## src/rtl/cp0_pkg.sv

```systemverilog
// Purpose: shared CP0 register numbers, bit positions and the interrupt priority encoder.
// Latency: n/a (constants and a combinational helper only).
// Backpressure: none.
package cp0_pkg;

    // CP0 register numbers
    localparam logic [4:0] REG_COUNT   = 5'd9;
    localparam logic [4:0] REG_COMPARE = 5'd11;
    localparam logic [4:0] REG_STATUS  = 5'd12;
    localparam logic [4:0] REG_CAUSE   = 5'd13;
    localparam logic [4:0] REG_EPC     = 5'd14;

    // Bit positions inside Status / Cause
    localparam int BIT_IE       = 0;
    localparam int BIT_EXL      = 1;
    localparam int BIT_IM_LO    = 8;
    localparam int BIT_IP_TIMER = 15;
    localparam int BIT_IP_HW_LO = 10;
    localparam int BIT_IP_SW_LO = 8;

    // Highest set bit wins; returns 0 for an all-zero vector.
    function automatic logic [2:0] prio_enc(input logic [7:0] v);
        logic [2:0] id;
        id = 3'd0;
        for (int i = 0; i < 8; i++) begin
            if (v[i]) id = 3'(i);
        end
        return id;
    endfunction

endpackage

```

## src/rtl/cp0_timer.sv

```systemverilog
// Purpose: prescaler + Count/Compare timer with a sticky TI pending flag.
// Latency: Count/Compare/TI update on the clock edge; writes visible next cycle.
// Backpressure: none; register writes are always accepted.
//
// Ports: clock/reset (async active-low), count_we/compare_we write strobes,
// wr_data write value, count/compare register values, ti timer pending.
module cp0_timer #(
    parameter int PRESCALE = 1
) (
    input  logic        clock,
    input  logic        reset,
    input  logic        count_we,
    input  logic        compare_we,
    input  logic [31:0] wr_data,
    output logic [31:0] count,
    output logic [31:0] compare,
    output logic        ti
);

    localparam int PS_W = (PRESCALE > 1) ? $clog2(PRESCALE) : 1;
    localparam logic [PS_W-1:0] PS_LAST = PS_W'(PRESCALE - 1);

    logic [PS_W-1:0] prescaler;
    logic            tick;
    logic [31:0]     count_inc;

    assign tick      = (prescaler == PS_LAST);
    assign count_inc = count + 32'd1;

    always_ff @(posedge clock or negedge reset) begin
        if (!reset) begin
            prescaler <= '0;
            count     <= '0;
        end else if (count_we) begin
            // A software write overrides the increment and restarts the prescaler.
            prescaler <= '0;
            count     <= wr_data;
        end else if (tick) begin
            prescaler <= '0;
            count     <= count_inc;
        end else begin
            prescaler <= prescaler + 1'b1;
        end
    end

    always_ff @(posedge clock or negedge reset) begin
        if (!reset) begin
            compare <= '0;
            ti      <= 1'b0;
        end else if (compare_we) begin
            // Writing Compare is the only way to acknowledge the timer.
            compare <= wr_data;
            ti      <= 1'b0;
        end else if (tick && !count_we && (count_inc == compare)) begin
            // Match against the post-increment value so TI rises with Count.
            ti <= 1'b1;
        end
    end

endmodule

```

## src/rtl/cp0_irq.sv

```systemverilog
// Purpose: CP0 with Status/Cause/EPC, vectored maskable interrupts and Count/Compare timer.
// Latency: irq registered once (1 cycle to TakenInterrupt); reads combinational.
// Backpressure: none; MTC0/ERET are accepted every cycle.
//
// Ports: clock/reset (async active-low); wr_data/regnum/MTC0 register write;
// regnum/rd_data register read; next_pc saved to EPC when an interrupt is taken;
// ERET clears EXL; irq level external lines; TakenInterrupt/int_id winning line.
module cp0_irq
    import cp0_pkg::*;
#(
    parameter int NUM_IRQ  = 5,
    parameter int PC_W     = 30,
    parameter int PRESCALE = 1
) (
    input  logic               clock,
    input  logic               reset,
    input  logic [31:0]        wr_data,
    input  logic [4:0]         regnum,
    input  logic [PC_W-1:0]    next_pc,
    input  logic               MTC0,
    input  logic               ERET,
    input  logic [NUM_IRQ-1:0] irq,
    output logic [31:0]        rd_data,
    output logic [PC_W-1:0]    EPC,
    output logic               TakenInterrupt,
    output logic [2:0]         int_id
);

    logic [7:0]         im;
    logic               ie;
    logic               exl;
    logic [1:0]         ip_sw;
    logic [NUM_IRQ-1:0] irq_q;
    logic [31:0]        count;
    logic [31:0]        compare;
    logic               ti;
    logic [15:0]        ip_full;
    logic [7:0]         pending;

    cp0_timer #(
        .PRESCALE (PRESCALE)
    ) u_timer (
        .clock      (clock),
        .reset      (reset),
        .count_we   (MTC0 && (regnum == REG_COUNT)),
        .compare_we (MTC0 && (regnum == REG_COMPARE)),
        .wr_data    (wr_data),
        .count      (count),
        .compare    (compare),
        .ti         (ti)
    );

    // Cause.IP in its architectural position; bits 7:0 are always zero.
    always_comb begin
        ip_full = '0;
        ip_full[BIT_IP_TIMER] = ti;
        for (int i = 0; i < NUM_IRQ; i++) begin
            ip_full[BIT_IP_HW_LO + i] = irq_q[i];
        end
        ip_full[BIT_IP_SW_LO +: 2] = ip_sw;
    end

    assign pending        = ip_full[15:8] & im;
    assign TakenInterrupt = ie & ~exl & (|pending);
    assign int_id         = prio_enc(pending);

    always_ff @(posedge clock or negedge reset) begin
        if (!reset) begin
            im    <= '0;
            ie    <= 1'b0;
            exl   <= 1'b0;
            ip_sw <= '0;
            irq_q <= '0;
            EPC   <= '0;
        end else begin
            irq_q <= irq;
            if (MTC0 && (regnum == REG_STATUS)) begin
                im <= wr_data[BIT_IM_LO +: 8];
                ie <= wr_data[BIT_IE];
            end
            if (MTC0 && (regnum == REG_CAUSE)) begin
                ip_sw <= wr_data[BIT_IP_SW_LO +: 2];
            end
            // Taking an interrupt requires EXL=0, so it never races an effective ERET.
            if (TakenInterrupt) begin
                exl <= 1'b1;
            end else if (ERET) begin
                exl <= 1'b0;
            end
            // The hardware-saved return address beats a software EPC write.
            if (TakenInterrupt) begin
                EPC <= next_pc;
            end else if (MTC0 && (regnum == REG_EPC)) begin
                EPC <= wr_data[PC_W+1:2];
            end
        end
    end

    always_comb begin
        rd_data = '0;
        case (regnum)
            REG_COUNT:   rd_data = count;
            REG_COMPARE: rd_data = compare;
            REG_STATUS:  rd_data = {16'b0, im, 6'b0, exl, ie};
            REG_CAUSE:   rd_data = {ip_full[15:8], 8'b0} | 32'h0;
            REG_EPC:     rd_data[PC_W+1:0] = {EPC, 2'b00};
            default:     rd_data = '0;
        endcase
    end

endmodule

```

## config.mk

```make
export PLATFORM = sky130hd
export DESIGN_NAME = cp0_irq
export DESIGN_NICKNAME = d
export VERILOG_FILES = /design/src/rtl/cp0_pkg.sv /design/src/rtl/cp0_timer.sv /design/src/rtl/cp0_irq.sv
export SDC_FILE = /design/constraint.sdc
export NUM_CORES = 1
export LEC_CHECK = 0
export CORE_MARGIN = 2
export CORE_UTILIZATION = 26
export CTS_CLUSTER_DIAMETER = 120
export CTS_CLUSTER_SIZE = 30
export DETAILED_ROUTE_END_ITERATION = 16
export GPL_TIMING_DRIVEN = 0
export RECOVER_POWER = 100
export REMOVE_ABC_BUFFERS = 1
export SLEW_MARGIN = 10
export SYNTH_ARGS = -nofsm -noshare
export SYNTH_HDL_FRONTEND = slang
export SYNTH_SLANG_ARGS = --single-unit
```

## constraint.sdc

```tcl
create_clock -name clock -period 5.9 [get_ports clock]
set_clock_uncertainty 0.05 [all_clocks]
set_input_delay 0.885 -clock clock [delete_from_list [all_inputs] [get_ports clock]]
set_output_delay 0.885 -clock clock [all_outputs]
set_load 0.01 [all_outputs]
```

=== Word-level counts from Yosys, hierarchy flattened ===
Cells that the tools add are included.

* Flip-flop bits (word level): 113
* Logic and storage cells: 54
* Output and inout bits: 66
* Input bits: 76

* Add/subtract/negate cells: 2
* Bitwise gates (word level): 5
* Muxes and demuxes: 18
* Equal/unequal tests: 7
* Reduce and logical (&&, ||, !) cells: 12

{| class="wikitable"
|+ Operators by type and width
! cell !! number
|-
| 32-bit one-hot mux with 5 select lines || 1
|-
| 32-bit two-way mux || 2
|-
| 30-bit two-way mux || 2
|-
| 32-bit by 1-bit adder with 32-bit output, second input constant || 1
|-
| 32-bit equality test || 1
|-
| 5-bit by 4-bit equality test with 1-bit output, second input constant || 5
|-
| 3-bit two-way mux || 6
|-
| 8-bit AND || 1
|-
| 8-bit OR reduction || 1
|-
| 1-bit logical AND || 7
|-
| 1-bit two-way mux || 7
|-
| 2-bit nonzero test || 3
|-
| 1-bit AND || 2
|-
| 2-bit by 1-bit inequality test with 1-bit output, second input constant || 1
|-
| 1-bit NOT || 2
|-
| 1-bit adder, second input constant || 1
|-
| 1-bit zero test || 1
|}

=== Depth between registers and ports, before layout ===
* Depth in word-level cells: 8
* Mapped depth: 9

=== By module ===
A second synthesis with hierarchy kept.

* Cell total of the unflattened synthesis: 668
* Area, all modules: 6755.2 um^2

{| class="wikitable"
|+ Modules (own cells, without submodules)
! module !! area each (um^2) !! instances !! cells each
|-
| cp0_timer || 4011.3 || 1 || 396
|-
| cp0_irq || 2743.9 || 1 || 272
|}

=== Worst setup path after synthesis ===
No wires, ideal clock.

* Path type: input -> output
* Start: input regnum[4]
* End: output rd_data[18]
* Cell stages on the path: 7
* Arrival: 2.220 ns
* Required time: 4.965 ns
* Slack: 2.745 ns
* Path buffers: 2
* Cells stage by stage: nand3b_1 nor2_1 and2_1 clkbuf_1 clkbuf_1 a222oi_1 inv_1

* Cells in the longest elaborated chain, start to end: 2

{| class="wikitable"
|+ RTL lines
! item !! line !! source
|-
| from (decl) || cp0_irq.sv:18 || <nowiki>input logic [4:0] regnum,</nowiki>
|-
| 5-bit by 4-bit equality test with 1-bit output || cp0_irq.sv:101 || <nowiki>case (regnum)</nowiki>
|-
| 32-bit one-hot mux with 5 select lines * || cp0_irq.sv:101 ||
|-
| to (decl) || cp0_irq.sv:23 || <nowiki>output logic [31:0] rd_data,</nowiki>
|}

Mark *: on every way between the ends. The rest lies on a longest branch, timed or not.

=== Final worst setup path ===
* Start: input regnum[4]
* End: output rd_data[25]

The elaborated chain is that of the path after synthesis.

==> results.py <==
metrics = {
    "worst_setup_path": {
        "worstSetupStartpointType": "primary input",
        "end_kind": "output port",
        "path_cells": "dlygate4sd3_1 > nand3b_1 > nor2_1 > and2_1 > a222oi_1 > inv_1 > dlygate4sd3_1",
        "critPathBufInv": 3,
        "cp_max_fo": 23,
        "max_stage_delay_ps": 920,
        "crit_type": "primary input to output port",
        "critical_path_required_ps": 4970,
        "cp_common_cell": "dlygate4sd3_1",
        "crit_family": "simple AND/OR/NAND/NOR gates",
        "crit_arrival_ps": 4140,
        "crit_slowest_cell": "and2_1",
    },
    "final_layout": {
        "diodes": 0,
        "fin_util_pct": 34.3,
        "drive_gt1_share_pct": 10.2,
        "fin_nets": 854,
        "fin_area_mm2": 0.00860,
        "syn_to_final_growth_pct": 29.8,
    },
    "clocking": {
        "clock_path_buffers": 2,
        "postCtsHoldBufs": 0,
        "clk_latency_ps": 360,
        "cts_resized": 0,
        "cts_sinks": 112,
        "cts_root_buffer": "clkbuf_16",
        "numCtsBuffers": 9,
        "cts_setup_buffers": 0,
        "clkSlewWorstSetupHoldPaths_ps": 80,
        "htreeDepth": 3,
        "cts_tree": "yes",
    },
    "synthesis": {
        "yosysTopAreaCellShare_pct": 42.3,
        "synth_compound_area_share_pct": 14.7,
        "ys_ff_latch": 112,
        "synth_area_mm2": 0.00663,
        "synth_most_common_cell": "dfrtp_1",
        "yosys-top-cells-count": "dfrtp_1, nand2_1, mux2_2",
        "synth.avg_cell_area_um2": 9.90,
        "ys_seq_area_share_pct": 42.3,
        "synth_cell_types": 60,
        "syn_inst": 669,
        "synth-xor-area-share_pct": 9.59,
        "synthAdderAreaFrac_pct": 0.189,
        "synth_area_leader_cell": "dfrtp_1",
        "yosysWarnings": 0,
        "synthMuxAreaShare_pct": 13.5,
        "synth-edff-count": 0,
        "synth_flop_cell": "dfrtp_1",
        "synthSimpleGateAreaFrac_pct": 14.3,
        "synth_top_family_by_area": "compound AO/OA/AOI/OAI gates",
        "yosys-top-cells-area": "dfrtp_1, mux2_2, mux2i_1, a222oi_1, nand2_1",
        "async_flop_share_pct": 100,
    },
    "route": {
        "routedWlPerCell_um": 17.9,
        "ant_nets": 0,
        "wirelength_mm": 19.9,
        "drtIter0Drc": 417,
        "vias_per_cell": 4.92,
        "vias": 5473,
        "drt_pass1_iterations": 6,
        "drc_errors": 0,
    },
    "sta": {
        "period_share_pct": 86.1,
        "worst_pin_slew_ps": 2590,
        "slew_headroom_pct": -72.6,
        "drv_slew": 115,
        "period_needed_ps": 5080,
        "setup_viol_count_final": 0,
        "hold_violations": 0,
        "clock.fmax_ghz": 0.197,
        "rsz0062_at_grt": "false",
    },
    "global_route": {
        "antenna_found_initial": 0,
        "grt_max_degree": 68,
        "grt_util_all_layers_pct": 15.1,
        "grt_pass1_wl_mm": 31.1,
        "grt_pass1_vias": 5312,
        "overflow": 0,
    },
    "floorplanning": {
        "start_util_pct": 26.4,
        "fp.dieH_um": 164,
        "ios": 142,
        "core_mm2": 0.0251,
        "die_x_um": 164,
        "dieArea_mm2": 0.0268,
        "row_count": 58,
    },
    "status": {
        "violations": "max-capacitance violations, max-slew violations",
        "status": "finished, violations left",
    },
    "pwr": {
        "power.leakage_uw": 0.00387,
        "ir_worst_vdd_mv": 0.130,
        "power.density_mw_per_mm2": 349,
        "total_power_uw": 3000,
    },
    "min_path": {
        "hold_path_class": "flip-flop to flip-flop",
    },
    "place": {
        "io_buffers": 141,
        "place_hpwl_mm": 15.1,
        "globalplace.congestion": 0.910,
        "placedInstanceArea_mm2": 0.00839,
    },
    "run": {
        "max_cap_violations": 2,
    },
}
## kinds of logic after synthesis
family	count (synthesis)
AND/OR/NAND/NOR	186
XOR/XNOR	59
flip-flops	112
AO/OA/AOI/OAI	142
multiplexers	83
adder cells (fa/ha/maj)	1
buffers and inverters	86
## stage by stage
stage / setup TNS (ps) / hold slack (ps) / setup WS (ps) / std cells
after floorplan: 0 / 424 / 1200 / 614
after global placement: -109650 / 464 / -2030 / 1085
after detailed placement: 0 / 469 / 1030 / 1096
after CTS: 0 / 402 / 1010 / 1112
after global routing: 0 / 519 / 621 / 1112
final: 0 / 491 / 823 / 1112
## layout make-up
cell class / count / area, µm²
clock buffer: 9 / 225
clock inverter: 7 / 98.8
fill: 2622 / 16500
inverter: 31 / 116
multi-input combinational: 471 / 3460
sequential: 112 / 2800
tap: 330 / 413
timing repair buffer: 152 / 1480
## cells in the final DEF, fill, tap and decap left out, types with 3 or more instances in the layout
| cell type | instances |
|---|---|
| nor4_1 | 13 |
| inv_1 | 31 |
| clkbuf_16 | 9 |
| o2111ai_1 | 3 |
| nor3b_1 | 5 |
| xor2_1 | 23 |
| a222oi_1 | 24 |
| and3_1 | 4 |
| dlygate4sd3_1 | 71 |
| xnor3_1 | 7 |
| mux2i_1 | 32 |
| nand3b_1 | 4 |
| dfrtp_1 | 112 |
| nand4_1 | 12 |
| nor2_1 | 43 |
| a31oi_1 | 3 |
| a21oi_1 | 36 |
| clkdlybuf4s50_1 | 69 |
| o21ai_0 | 36 |
| a22oi_1 | 19 |
| nand3_1 | 12 |
| xnor2_1 | 27 |
| nand2_1 | 64 |
| clkbuf_1 | 7 |
| buf_4 | 3 |
| mux2_2 | 51 |
| nor3_1 | 7 |
| and4_1 | 5 |
## final timing paths
check                      slack, ps            endpoint  depth (start not counted)             start
setup / recovery                 820         rd_data[25]                          7         regnum[4]
hold / removal                   490               im[0]                          1             im[0]
setup reg to reg                2380          u_timer.ti                          7  u_timer.count[4]
hold reg to reg                  490               im[0]                          1             im[0]
max in group asynchronous       1770  u_timer.compare[3]                          2             reset
min in group asynchronous       1260             EPC[29]                          1             reset
## flip-flops by register name, indices dropped and copies added (netlist names)
register / cells
u_timer.compare: 32
u_timer.count: 32
EPC: 30
im: 8
irq_q: 5
ip_sw: 2
exl: 1
ie: 1
u_timer.ti: 1
## report_power, final
group          switching [µW]  internal, µW  total (µW)
registers                 318           995        1310
clock network             323           343         665
logic                     462           561        1020
## layer usage
layer / routed length [µm] / track usage (%)
met3: 888 / 2.31
met4: 235 / 3.55
met1: 9640 / 21.5
met2: 9150 / 23.9
met5: 0 / 0
No activity file was read; power rests on OpenSTA's default activity.
==> RTL change: new RTL, config.mk and constraints unchanged <==
Put a register stage on the output `rd_data`, without a reset. The value now appears one clock later. The other outputs are not delayed to match.
--- a/src/rtl/cp0_irq.sv
+++ b/src/rtl/cp0_irq.sv
@@ -26,4 +26,6 @@
     output logic [2:0]         int_id
 );
+
+    logic [31:0] rd_data_d;
 
     logic [7:0]         im;
@@ -98,13 +100,17 @@
 
     always_comb begin
-        rd_data = '0;
+        rd_data_d = '0;
         case (regnum)
-            REG_COUNT:   rd_data = count;
-            REG_COMPARE: rd_data = compare;
-            REG_STATUS:  rd_data = {16'b0, im, 6'b0, exl, ie};
-            REG_CAUSE:   rd_data = {ip_full[15:8], 8'b0} | 32'h0;
-            REG_EPC:     rd_data[PC_W+1:0] = {EPC, 2'b00};
-            default:     rd_data = '0;
+            REG_COUNT:   rd_data_d = count;
+            REG_COMPARE: rd_data_d = compare;
+            REG_STATUS:  rd_data_d = {16'b0, im, 6'b0, exl, ie};
+            REG_CAUSE:   rd_data_d = {ip_full[15:8], 8'b0} | 32'h0;
+            REG_EPC:     rd_data_d[PC_W+1:0] = {EPC, 2'b00};
+            default:     rd_data_d = '0;
         endcase
+    end
+
+    always_ff @(posedge clock) begin
+        rd_data <= rd_data_d;
     end
 
Formal check against the unedited RTL: not equivalent (a bounded check fails within 4 cycles, from zero or initial values and one cycle with reset low).
==> RTL change against the original RTL <==
  * The flow still finishes with violations (capacitance limit, slew limit)
  * Final area grew 16%
  * Fmax grew 23%
  * Sequential cell count grew 32
  * Critical path type is now in2reg
  * Setup slack gained 970 ps
  * Highest routed layer unchanged
  * Area after synthesis grew 15%
  * Total power grew 26%
  * Sequential share of layout area grew 2.0 points
  * Synthesized cell count grew 16%
  * Routed wire length grew 6.7%
==> RTL change: results (changes against the original RTL) <==
crit path from: regnum[0]
Top Registers: rd_data: 32 flops, u_timer.compare: 32 flops, u_timer.count: 32 flops
fraction of area in multi-input gates: 38.82% (-1.4 points)
Seq. pwr: 1.57 mW (+20%)
met1 wire length: 10400 um (+7.9%)
Pint: 2.460 mW (+30%)
Post-Synth Adder-Cell Area: 0.1643% (-0.025 points)
clock latency on the worst-skew pair: 430 ps (+70 ps)
wire length on met2: 9509 um (+3.9%)
Final nets: 970 (+14%)
nonclk buf count: 156 (+2.6%)
failing checks: capacitance limit, slew limit
outcome: finished with violations
routability-driven placement congestion ratio: 0.8602 (-5.4%)
crit-path max FO: 16 (-30%)
drt via density: 4.693 (-4.6%)
P_leak: 4.233 nW (+9.5%)
Slew Limit Headroom: -103.9% (-31 points)
n_taps: 384 (+16%)
fill count: 2942 (+12%)
pin count of the biggest net entering global routing: 63 (-7.4%)
CTS H-tree depth: 4 (+1)
Slew Limit Fails: 51 (-56%)
clk slew on worst S/H paths: 60 ps (-20 ps)
Starting DRT DRC Count: 363 (-13%)
Multi-In Gates: 564 (+20%)
fin crit share: 69.69% (-16 points)
synth unique cells: 62 (+3.3%)
synth top area cells: dfrtp_1, mux2i_1, dfxtp_1
Syn Inst Count: 775 (+16%)
WHS: 446.1 ps (-44.58 ps)
Clock-cell share: 6.018% (+2.3 points)
Reg2Reg Setup Slack: 2750 ps (+370 ps)
register area share after synthesis: 45.22% (+2.9 points)
Post-Place Cells: 1258 (+15%)
drt wl/cell: 16.47 um (-8.0%)
placed instance area: 9494 um2 (+13%)
GRT Util Overall: 14.33% (-0.72 points)
cell area after layout: 9958 um2 (+16%)
sequential share of cell area: 34.58% (+2.0 points)
slowest stage cell, crit path: dlygate4sd3_1
Max-Cap Viols: 1 (-1)
vias in the first global route: 6006 (+13%)
[RTL change: cell count changes after synthesis, moves of 9 or more]
cell      change
a222oi_1     -23
a22oi_1      -16
dfxtp_1      +32
inv_1        -21
mux2i_1      +41
nand2_1      +12
nor2_1       +10
o21ai_0      +35
xnor2_1       +9
[RTL change: worst paths after layout]
check,cells past startpoint,to
max in group asynchronous,1,u_timer.count[3]$_DFF_PN0_
max,7,EPC[27]$_DFFE_PN0P_
min in group asynchronous,1,EPC[24]$_DFFE_PN0P_
max reg2reg,7,u_timer.ti$_DFFE_PN0P_
min reg2reg,2,rd_data[19]$_SDFF_PN0_
min,2,rd_data[19]$_SDFF_PN0_
[RTL change: worst max-delay path: cells and delay by family]
kind                   cells  cell delay [ps]
buffers and inverters      3             1680
AND/OR/NAND/NOR            2             1490
AO/OA/AOI/OAI              1               90
multiplexers               1              170
[RTL change: metal layers]
metal  track usage, %  vias to the layer above
met2            21.74                      140
met4            4.549                        0
li1                 -                     3011
met5                0                        -
met1            20.12                     2881
met3            3.329                       22
